## src/rtl/serial_adder_pkg.sv

```systemverilog
// Shared definitions for the bit-serial adder sequencer.
//   state_t   : sequencer states (IDLE, RUN, DONE)
//   cnt_w()   : bit counter width for a given operand width
//   PIN_*     : bit positions of the packed io_in / io_out pins
package serial_adder_pkg;

  typedef enum logic [1:0] {
    IDLE = 2'd0,
    RUN  = 2'd1,
    DONE = 2'd2
  } state_t;

  // io_in bit assignments
  localparam int PIN_CLK     = 0;
  localparam int PIN_RST     = 1;
  localparam int PIN_A_BIT   = 2;
  localparam int PIN_B_BIT   = 3;
  localparam int PIN_START   = 4;
  localparam int PIN_NIB_SEL = 5;
  localparam int PIN_CLEAR   = 6;
  localparam int PIN_ACC     = 7;

  // io_out bit assignments
  localparam int PIN_BUSY    = 0;
  localparam int PIN_DONE    = 1;
  localparam int PIN_SUM     = 2;
  localparam int PIN_OVF     = 3;
  localparam int PIN_NIB_LO  = 4;

  // One spare bit so the counter can represent WIDTH itself.
  function automatic int cnt_w(input int width);
    return $clog2(width) + 1;
  endfunction

endpackage

```

## src/rtl/serial_adder_seq_full_adder.sv

```systemverilog
// 1-bit full-adder cell.
//   a_i, b_i, cin_i : operand bits and carry in
//   sum_o, cout_o   : sum bit and carry out (majority)
module full_adder_bit (
  input  logic a_i,
  input  logic b_i,
  input  logic cin_i,
  output logic sum_o,
  output logic cout_o
);

  assign sum_o  = a_i ^ b_i ^ cin_i;
  assign cout_o = (a_i & b_i) | (a_i & cin_i) | (b_i & cin_i);

endmodule

```

## src/rtl/serial_adder_seq.sv

```systemverilog
// Bit-serial adder sequencer. One operand bit pair per clock, LSB first,
// through a single full-adder cell; carry is registered back into cin and
// sum bits shift into a WIDTH-bit result register. In accumulate mode
// operand A is taken from the result register's LSB, which is exactly the
// previous result's bit k on the k-th RUN edge because the register shifts.
//   io_in  : [0] clk, [1] rst (async, active-high), [2] a_bit, [3] b_bit,
//            [4] start, [5] nib_sel, [6] clear, [7] acc_mode
//   io_out : [0] busy, [1] done, [2] sum_bit, [3] overflow, [7:4] nibble
//
// state | meaning
// IDLE  | waiting for start; clear zeroes result/overflow
// RUN   | consuming one operand bit pair per edge
// DONE  | result held; waits for start=0 before returning to IDLE
module serial_adder_seq
  import serial_adder_pkg::*;
#(
  parameter int WIDTH = 8
) (
  input  logic [7:0] io_in,
  output logic [7:0] io_out
);

  localparam int CNT_W = cnt_w(WIDTH);

  logic clk;
  logic rst;
  logic a_bit;
  logic b_bit;
  logic start;
  logic nib_sel;
  logic clear;
  logic acc_mode;

  assign clk      = io_in[PIN_CLK];
  assign rst      = io_in[PIN_RST];
  assign a_bit    = io_in[PIN_A_BIT];
  assign b_bit    = io_in[PIN_B_BIT];
  assign start    = io_in[PIN_START];
  assign nib_sel  = io_in[PIN_NIB_SEL];
  assign clear    = io_in[PIN_CLEAR];
  assign acc_mode = io_in[PIN_ACC];

  state_t             state_q;
  logic               carry_q;
  logic               overflow_q;
  logic [WIDTH-1:0]   result_q;
  logic [WIDTH-1:0]   result_d;
  logic [CNT_W-1:0]   bit_cnt_q;

  logic fa_a;
  logic fa_sum;
  logic fa_cout;
  logic last_bit;

  assign fa_a = acc_mode ? result_q[0] : a_bit;

  full_adder_bit u_fa (
    .a_i    (fa_a),
    .b_i    (b_bit),
    .cin_i  (carry_q),
    .sum_o  (fa_sum),
    .cout_o (fa_cout)
  );

  assign result_d = {fa_sum, result_q[WIDTH-1:1]};
  assign last_bit = (bit_cnt_q == CNT_W'(WIDTH - 1));

  always_ff @(posedge clk or posedge rst) begin
    if (rst) begin
      state_q    <= IDLE;
      carry_q    <= 1'b0;
      overflow_q <= 1'b0;
      result_q   <= '0;
      bit_cnt_q  <= '0;
    end else begin
      case (state_q)
        IDLE: begin
          // clear has priority over start
          if (clear) begin
            result_q   <= '0;
            overflow_q <= 1'b0;
          end else if (start) begin
            state_q   <= RUN;
            carry_q   <= 1'b0;
            bit_cnt_q <= '0;
          end
        end
        RUN: begin
          result_q  <= result_d;
          carry_q   <= fa_cout;
          bit_cnt_q <= bit_cnt_q + 1'b1;
          if (last_bit) begin
            overflow_q <= fa_cout;
            state_q    <= DONE;
          end
        end
        DONE: begin
          if (clear) begin
            result_q   <= '0;
            overflow_q <= 1'b0;
          end
          if (!start) begin
            state_q <= IDLE;
          end
        end
        default: begin
          state_q <= IDLE;
        end
      endcase
    end
  end

  // Display: result zero-extended to 8 bits, one nibble at a time.
  logic [7:0] result_ext;
  logic [3:0] nibble;

  always_comb begin
    result_ext              = '0;
    result_ext[WIDTH-1:0]   = result_q;
  end

  assign nibble = nib_sel ? result_ext[7:4] : result_ext[3:0];

  always_comb begin
    io_out              = '0;
    io_out[PIN_BUSY]    = (state_q == RUN);
    io_out[PIN_DONE]    = (state_q == DONE);
    io_out[PIN_SUM]     = (state_q == RUN) & fa_sum;
    io_out[PIN_OVF]     = overflow_q;
    io_out[7:PIN_NIB_LO] = nibble;
  end

endmodule

```

## config.mk

```make
export PLATFORM = sky130hd
export DESIGN_NAME = serial_adder_seq
export DESIGN_NICKNAME = d
export VERILOG_FILES = /design/src/rtl/serial_adder_pkg.sv /design/src/rtl/serial_adder_seq_full_adder.sv /design/src/rtl/serial_adder_seq.sv
export SDC_FILE = /design/constraint.sdc
export NUM_CORES = 1
export LEC_CHECK = 0
export CORE_MARGIN = 1.5
export CORE_UTILIZATION = 52
export DETAILED_ROUTE_END_ITERATION = 6
export PLACE_DENSITY = 0.83
export SETUP_SLACK_MARGIN = 0.1
export SLEW_MARGIN = 0
export SYNTH_ARGS = -nofsm -noshare
export SYNTH_HDL_FRONTEND = slang
export SYNTH_SLANG_ARGS = --single-unit
export TNS_END_PERCENT = 5
```

## constraint.sdc

```tcl
create_clock -name io_in -period 2.5 [get_ports io_in]
set_clock_uncertainty 0.1 [all_clocks]
set_input_delay 0.5 -clock io_in [delete_from_list [all_inputs] [get_ports io_in]]
set_output_delay 0.5 -clock io_in [all_outputs]
set_load 0.1 [all_outputs]
```

==> flow_metrics.tcl, run 1 <==
set metrics [dict create \
    fp.dieW_um 41.72 \
    synth_cell_types 25 \
    row_count 13 \
    status "did not finish" \
    syn_area_um2 779.5 \
    yosysTopAreaCell "dfrtp_1" \
    post-place-ws_ps -1320 \
    stop_error "[ERROR DPL-0033] detailed placement checks failed during check placement." \
    die_h_um 41.72 \
    cts_resized 45 \
    ctsHoldBuffers 0 \
    stop_stage "4_1_cts" \
    ys_ff_latch 16 \
    ys_warn_count 0 \
    io_buffers 8 \
    place_congestion 0.7594 \
    synth_top_area_share_pct 51.36 \
    syn_inst 64 \
    cts_setup_buffers 0 \
    synth-seq-area-share_pct 51.36 \
    floorplan.initialDensity_pct 57.74 \
    synth_area_leaders "dfrtp_1 (51%), a22o_1 (11%), mux2_2 (10%), fa_1 (2.6%), nor2b_1 (2.4%)" \
    hpwlAfterDp_mm 1.081 \
    ios 16 \
    avgSynthCellArea_um2 12.18 \
    postSynthNetCount 74 \
]
-- Yosys cell counts --
| master | instances |
|---|---|
| o21ai_0 | 2 |
| buf_4 | 1 |
| o21bai_1 | 1 |
| a22o_1 | 10 |
| nor2b_2 | 1 |
| nand2b_1 | 1 |
| o21ai_1 | 1 |
| mux2_1 | 1 |
| inv_1 | 3 |
| nor2_1 | 2 |
| a21oi_1 | 1 |
| nand3_1 | 1 |
| dfrtp_1 | 16 |
| a221o_1 | 1 |
| buf_2 | 2 |
| nand2_1 | 2 |
| nor2b_1 | 3 |
| or3b_1 | 1 |
| and3b_1 | 1 |
| fa_1 | 1 |
| ha_1 | 1 |
| and2_1 | 1 |
| mux2_2 | 7 |
| a21o_1 | 2 |
| mux2i_1 | 1 |
-- metrics by stage --
step / utilization, % / area (µm²) / TNS (ps) / std cells
2_1_floorplan: - / 782.0 / -488.4 / 64
3_3_place_gp: 66.54 / 898.4 / -3947 / 88
3_5_place_dp: 66.54 / 898.4 / -3947 / 88
-- logic make-up after synthesis --
group / after synthesis / share of synthesized area (%)
AOI/OAI and AO/OA: 18 / 17.98
muxes: 9 / 12.84
and+or+nand+nor: 13 / 9.954
DFF: 16 / 51.36
adders and majority gates: 2 / 4.173
buffers and inverters: 6 / 3.692
==> inputs of run 2 (changes only) <==
- CORE_AREA: unset -> 2 2 63 65
- CORE_MARGIN: 1.5 -> unset
- CORE_UTILIZATION: 52 -> unset
- DIE_AREA: unset -> 0 0 65 67
- PLACE_DENSITY: 0.83 -> unset
- PLACE_DENSITY_LB_ADDON: unset -> 0.15
- SETUP_SLACK_MARGIN: 0.1 -> unset
==> run 2 against run 1 <==
The flow now finishes, with violations (setup timing). Area after synthesis unchanged. Synthesized cell count did not move.
==> flow_metrics.tcl, run 2 <==
set metrics [dict create \
    status "finished with violations" \
    violations "setup timing" \
    ys_warn_count 0 \
    nets 136 \
    maxCapViolations 0 \
    async_flop_share_pct 100.0 \
    vias_per_cell 4.642 \
    layout-drive-gt1-share_pct 46.56 \
    antenna_found_initial 0 \
    die_h_um 67 \
    grtUsageTotal_pct 19.23 \
    synth_most_common_cell "dfrtp_1" \
    fp.dieW_um 65 \
    synth-compound-area-share_pct 17.98 \
    synth_ff_type "dfrtp_1" \
    fin_util_pct 43.10 \
    largest_reg_flops 8 \
    clk_pin_slew_worst_paths_ps 70 \
    yosys.area_share.simple_pct 9.952 \
    setup_viol 5 \
    postSynthNetCount 74 \
    syn_inst 64 \
    yosysTopAreaCell "dfrtp_1" \
    crit_chain "mux2_2 -> fa_1 -> and2_4 -> buf_12" \
    io_buffers 8 \
    synth_cell_types 25 \
    synth_edf_count 0 \
    worst_ep_required_time_ps 1900 \
    avgSynthCellArea_um2 12.18 \
    syn2layout_area_growth_pct 99.36 \
    wl_per_cell_um 15.45 \
    synth_area_leaders "dfrtp_1 (51%), a22o_1 (11%), mux2_2 (10%), fa_1 (2.6%), nor2b_1 (2.4%)" \
    rsz0062_at_grt "yes" \
    synthAdderAreaFrac_pct 4.173 \
    num_antenna_cells 0 \
    mostFrequentLayoutCells "clkbuf_8 (34), inv_1 (18), dfrtp_1 (16), a22o_1 (10)" \
    cp-end-kind "output pin" \
    place_congestion 0.6439 \
    grt_pass1_wl_mm 5.637 \
    layout_setup_ws_ps -444.4 \
    drc 0 \
    floorplan.initialDensity_pct 21.62 \
    synth-seq-area-share_pct 51.36 \
    p_leak_uw 0.0008313 \
    grt_max_degree 13 \
    vdd_drop_max_mv 1.187 \
    path_class "clk2out" \
    power.density_mw_per_mm2 2251 \
    ios 16 \
    final_common_cell "clkbuf_8" \
    hp-class "clk2reg" \
    stdcell_area_mm2 0.001554 \
    path_buf_inv 1 \
    rrSetupSlack_ps 650 \
    crit_arrival_ps 2340 \
    coreArea_mm2 0.003606 \
    slew_violations 0 \
    synth_commonest_cells "dfrtp_1 (16), a22o_1 (10), mux2_2 (7)" \
    grt_overflow_total 0 \
    finalHoldViolations 0 \
    hpwlAfterDp_mm 1.222 \
    slowest_delay_ps 490 \
    final_antenna_net_count 0 \
    startpoint_type "clock port" \
    drt_iter0_markers 115 \
    grt_pass1_vias 1510 \
    row_count 22 \
    insertion_delay_ps 250 \
    finalWirelength_mm 2.766 \
    yosys-mux-area-fraction_pct 12.84 \
    cts_tree "done" \
    slew_headroom_pct 81.52 \
    tightestPinTransition_ps 279.5 \
    synth_top_family_by_area "compound AO/OA/AOI/OAI gates" \
    cp_max_fo 2 \
    drt_pre_antenna_iters 4 \
    die_area_mm2 0.004355 \
    crit_slowest_cell "fa_1" \
    ys_ff_latch 16 \
    cp_top_family "adder cells" \
    place_area_um2 939.7 \
    synth-xor-area-share_pct 0 \
    syn_area_um2 779.5 \
    vias 831 \
    synth_top_area_share_pct 51.36 \
    ctsHoldBuffers 0 \
]
-- run 2: cell type report --
type                    instances  area [µm²]
fillers                       336        2052
flip-flops and latches         16       400.4
repair buffers                  7       65.06
clock buffers                  46       574.3
well taps                      48       60.06
clock inverters                20       90.09
multi-input cells              42       364.1
-- run 2: final timing paths --
check,startpoint,end,depth (start not counted)
min in group asynchronous,io_in[1],bit_cnt_q[1],3
worst max-delay path,io_in[7],io_out[2],4
worst min-delay path,io_in[4],state_q[1],4
worst min register to register,result_ext[5],result_ext[5],1
max in group asynchronous,io_in[1],state_q[1],3
worst max register to register,result_ext[0],overflow_q,7
-- run 2: power by group --
part           switching, µW  internal, µW  total, µW
sequential                 0           286        286
clock                   1530          1680       3210
combinational              0             0  0.0000844
total                   1530          1960       3500
-- run 2: cell families after synthesis --
group | count (synthesis)
AOI/OAI and AO/OA | 18
DFF | 16
buffers and inverters | 6
muxes | 9
and+or+nand+nor | 13
adders and majority gates | 2
-- run 2: worst reg2reg max path: cells and delay by family (launching register included) --
kind | cells | cell delay (ps)
adders and majority gates | 1 | 420
buffers and inverters | 4 | 460
DFF | 1 | 390
muxes | 2 | 360
-- run 2: stage by stage --
step / power [µW] / hold slack, ps / TNS (ps) / std cells / setup slack (ps)
global placement: 1403 / 71.40 / -3947 / 121 / -1320
detailed placement: 1403 / 71.38 / -3947 / 121 / -1320
floorplan: 1251 / 71.05 / -488.4 / 64 / -404.1
global route: 3861 / 66.47 / -850.1 / 179 / -501.8
finish: 3497 / 77.29 / -668.7 / 179 / -444.4
CTS: 3552 / 97.05 / -716.9 / 179 / -466.0
-- run 2: per-layer routing --
layer / vias up / global-route usage (%) / wire length [µm] / part of all wire (%)
li1: 359 / - / - / -
met1: 386 / 9.420 / 992 / 36
met2: 65 / 13.14 / 1174 / 42
met3: 21 / 31.93 / 416 / 15
met4: 0 / 39.63 / 182 / 6.6
met5: - / 5.556 / 0 / 0
-- run 2: repair_timing --
| action | CTS | global route |
|---|---|---|
| resized for setup | 38 | 3 |
| gates cloned | 0 | 0 |
| endpoints found under the setup margin | 7 | 7 |
| setup buffers | 1 | 0 |
No activity file was read; power rests on OpenSTA's default activity.
==> inputs of run 3 (changes only) <==
- CTS_CLUSTER_SIZE: unset -> 8
==> results of run 3 <==
The final DEF is identical to that of run 2; final timing and power are the same.
==> RTL edit, RTL diff (config.mk and constraints of run 3) <==
Set the parameter `WIDTH` to 7 (it was 8).
--- a/src/rtl/serial_adder_seq.sv
+++ b/src/rtl/serial_adder_seq.sv
@@ -15,5 +15,5 @@
   import serial_adder_pkg::*;
 #(
-  parameter int WIDTH = 8
+  parameter int WIDTH = 7
 ) (
   input  logic [7:0] io_in,
Behaviour: not the same (Yosys sat finds a counterexample within 4 cycles, from zero or initial values).
==> RTL edit against run 3 <==
Highest routed layer unchanged; final area up 1.9%; sequential cell count is 1 lower; synthesized area grew 12%; core utilization up 0.83 points; the flow finishes with violations (hold timing, setup timing); wire length increased by 0.22%; count of clock-buffer cells in the layout is 4 lower; sequential share of layout area decreased by 2.1 points; via count increased by 6.0%; power decreased by 8.6%; worst setup slack got worse by 0.027 ns; critical endpoint unchanged; largest power group unchanged; global-route usage fell by 0.065 points; critical path type unchanged.
==> RTL edit: results (changes against run 3) <==
DP HPWL: 1330 um (+8.5%)
First DRT Iteration DRCs: 41 (-64%)
Final nets: 147 (+8.1%)
syn_nets: 90 (+22%)
worst-margin pin slew: 0.303 ns (+0.0232 ns)
worst endpoint data arrival time: 2.37 ns (+0.03 ns)
maximum VDD drop: 0.826 mV (-30%)
synth top area cells: dfrtp_1, mux2_2, nand2b_1
Seq/Total Area, Yosys: 0.430 (-0.0838)
Synth top cells by count: dfrtp_1, mux2_2, nand2b_1, o21ai_0
largest net degree at the start of global routing: 21 (+8)
Fin. Hold Viols: 4 (+4)
global placer's final weighted congestion: 0.660 (+2.5%)
final worst slack: -0.471 ns (-0.0267 ns)
final setup violation count: 4 (-1)
GRT Overall Usage: 0.192 (-0.000650)
fraction of layout cells with a size suffix above 1: 0.444 (-0.0220)
placed cell areas: 1040 um^2 (+11%)
mean routed wirelength per cell: 14.6 um (-5.6%)
postcts setup bufs: 0 (-1)
Vias/cell: 4.64 (-0.12%)
status: finished, violations left
number of global-route vias before repair: 1232 (-18%)
worst hold slack: -0.00717 ns (-0.0845 ns)
failing checks: hold timing, setup timing
Static Leakage: 0.000808 uW (-2.9%)
max incr delay on CP: 0.53 ns (+0.04 ns)
Post-Place Setup Slack: -1.33 ns (-0.0107 ns)
[RTL edit: tightest hold or removal path, cell delays in order]
cell,delay [ns]
clkbuf_8,0.11
clkbuf_8,0.12
o21ai_0,0.07
[RTL edit: per-layer routing]
layer / GRT usage / vias to the layer above / part of all wire
li1: - / 391 / -
met5: 0 / - / 0
met3: 0.284 / 25 / 0.12
met1: 0.0860 / 410 / 0.39
met4: 0.455 / 0 / 0.077
met2: 0.143 / 55 / 0.42
[RTL edit: repair_timing]
action                     4_1_cts  5_1_grt
resized for setup               36        1
hold buffers                     0        0
setup endpoints to repair        7        5
[RTL edit: final timing paths]
kind                                          from                        to  slack [ns]  depth (start not counted)
hold / removal                            io_in[6]   result_q[0]$_DFFE_PP0P_      -0.007                          3
max in group asynchronous                 io_in[1]   result_q[4]$_DFFE_PP0P_        1.30                          3
setup reg to reg           result_q[0]$_DFFE_PP0P_    overflow_q$_DFFE_PP0P_        0.72                          7
setup / recovery                          io_in[7]                 io_out[2]       -0.47                          4
min in group asynchronous                 io_in[1]  bit_cnt_q[1]$_DFFE_PP0P_        0.89                          3
hold reg to reg                carry_q$_DFFE_PP0P_       carry_q$_DFFE_PP0P_        0.44                          1
[RTL edit: cell families after synthesis]
logic type	share of synthesized area
adders and majority gates	0.0516
and+or+nand+nor	0.133
AOI/OAI and AO/OA	0.123
buffers and inverters	0.0544
DFF	0.430
muxes	0.208
[RTL edit: area by class of cell]
cell class / instances / area, um^2
sequential: 15 / 375
inverter: 2 / 7.51
timing repair buffer: 8 / 85.1
fill: 352 / 2020
clock inverter: 20 / 76.3
multi-input combinational: 55 / 455
clock buffer: 42 / 524
tap: 48 / 60.1
[RTL edit: stage by stage]
step                TNS [ns]  hold WS, ns  cells
detailed placement     -3.89      0.00728    136
finish                -0.634     -0.00717    190
global route          -0.726     -0.00256    190
global placement       -3.89      0.00727    136
floorplan             -0.637      0.00726     79
CTS                   -0.699     -0.00114    190
[RTL edit: power by group]
group          switching, uW  internal [uW]  total (uW)
Clock                   1440           1480        2930
Combinational              0              0    0.000124
Sequential                 0            268         268
Total                   1440           1750        3200
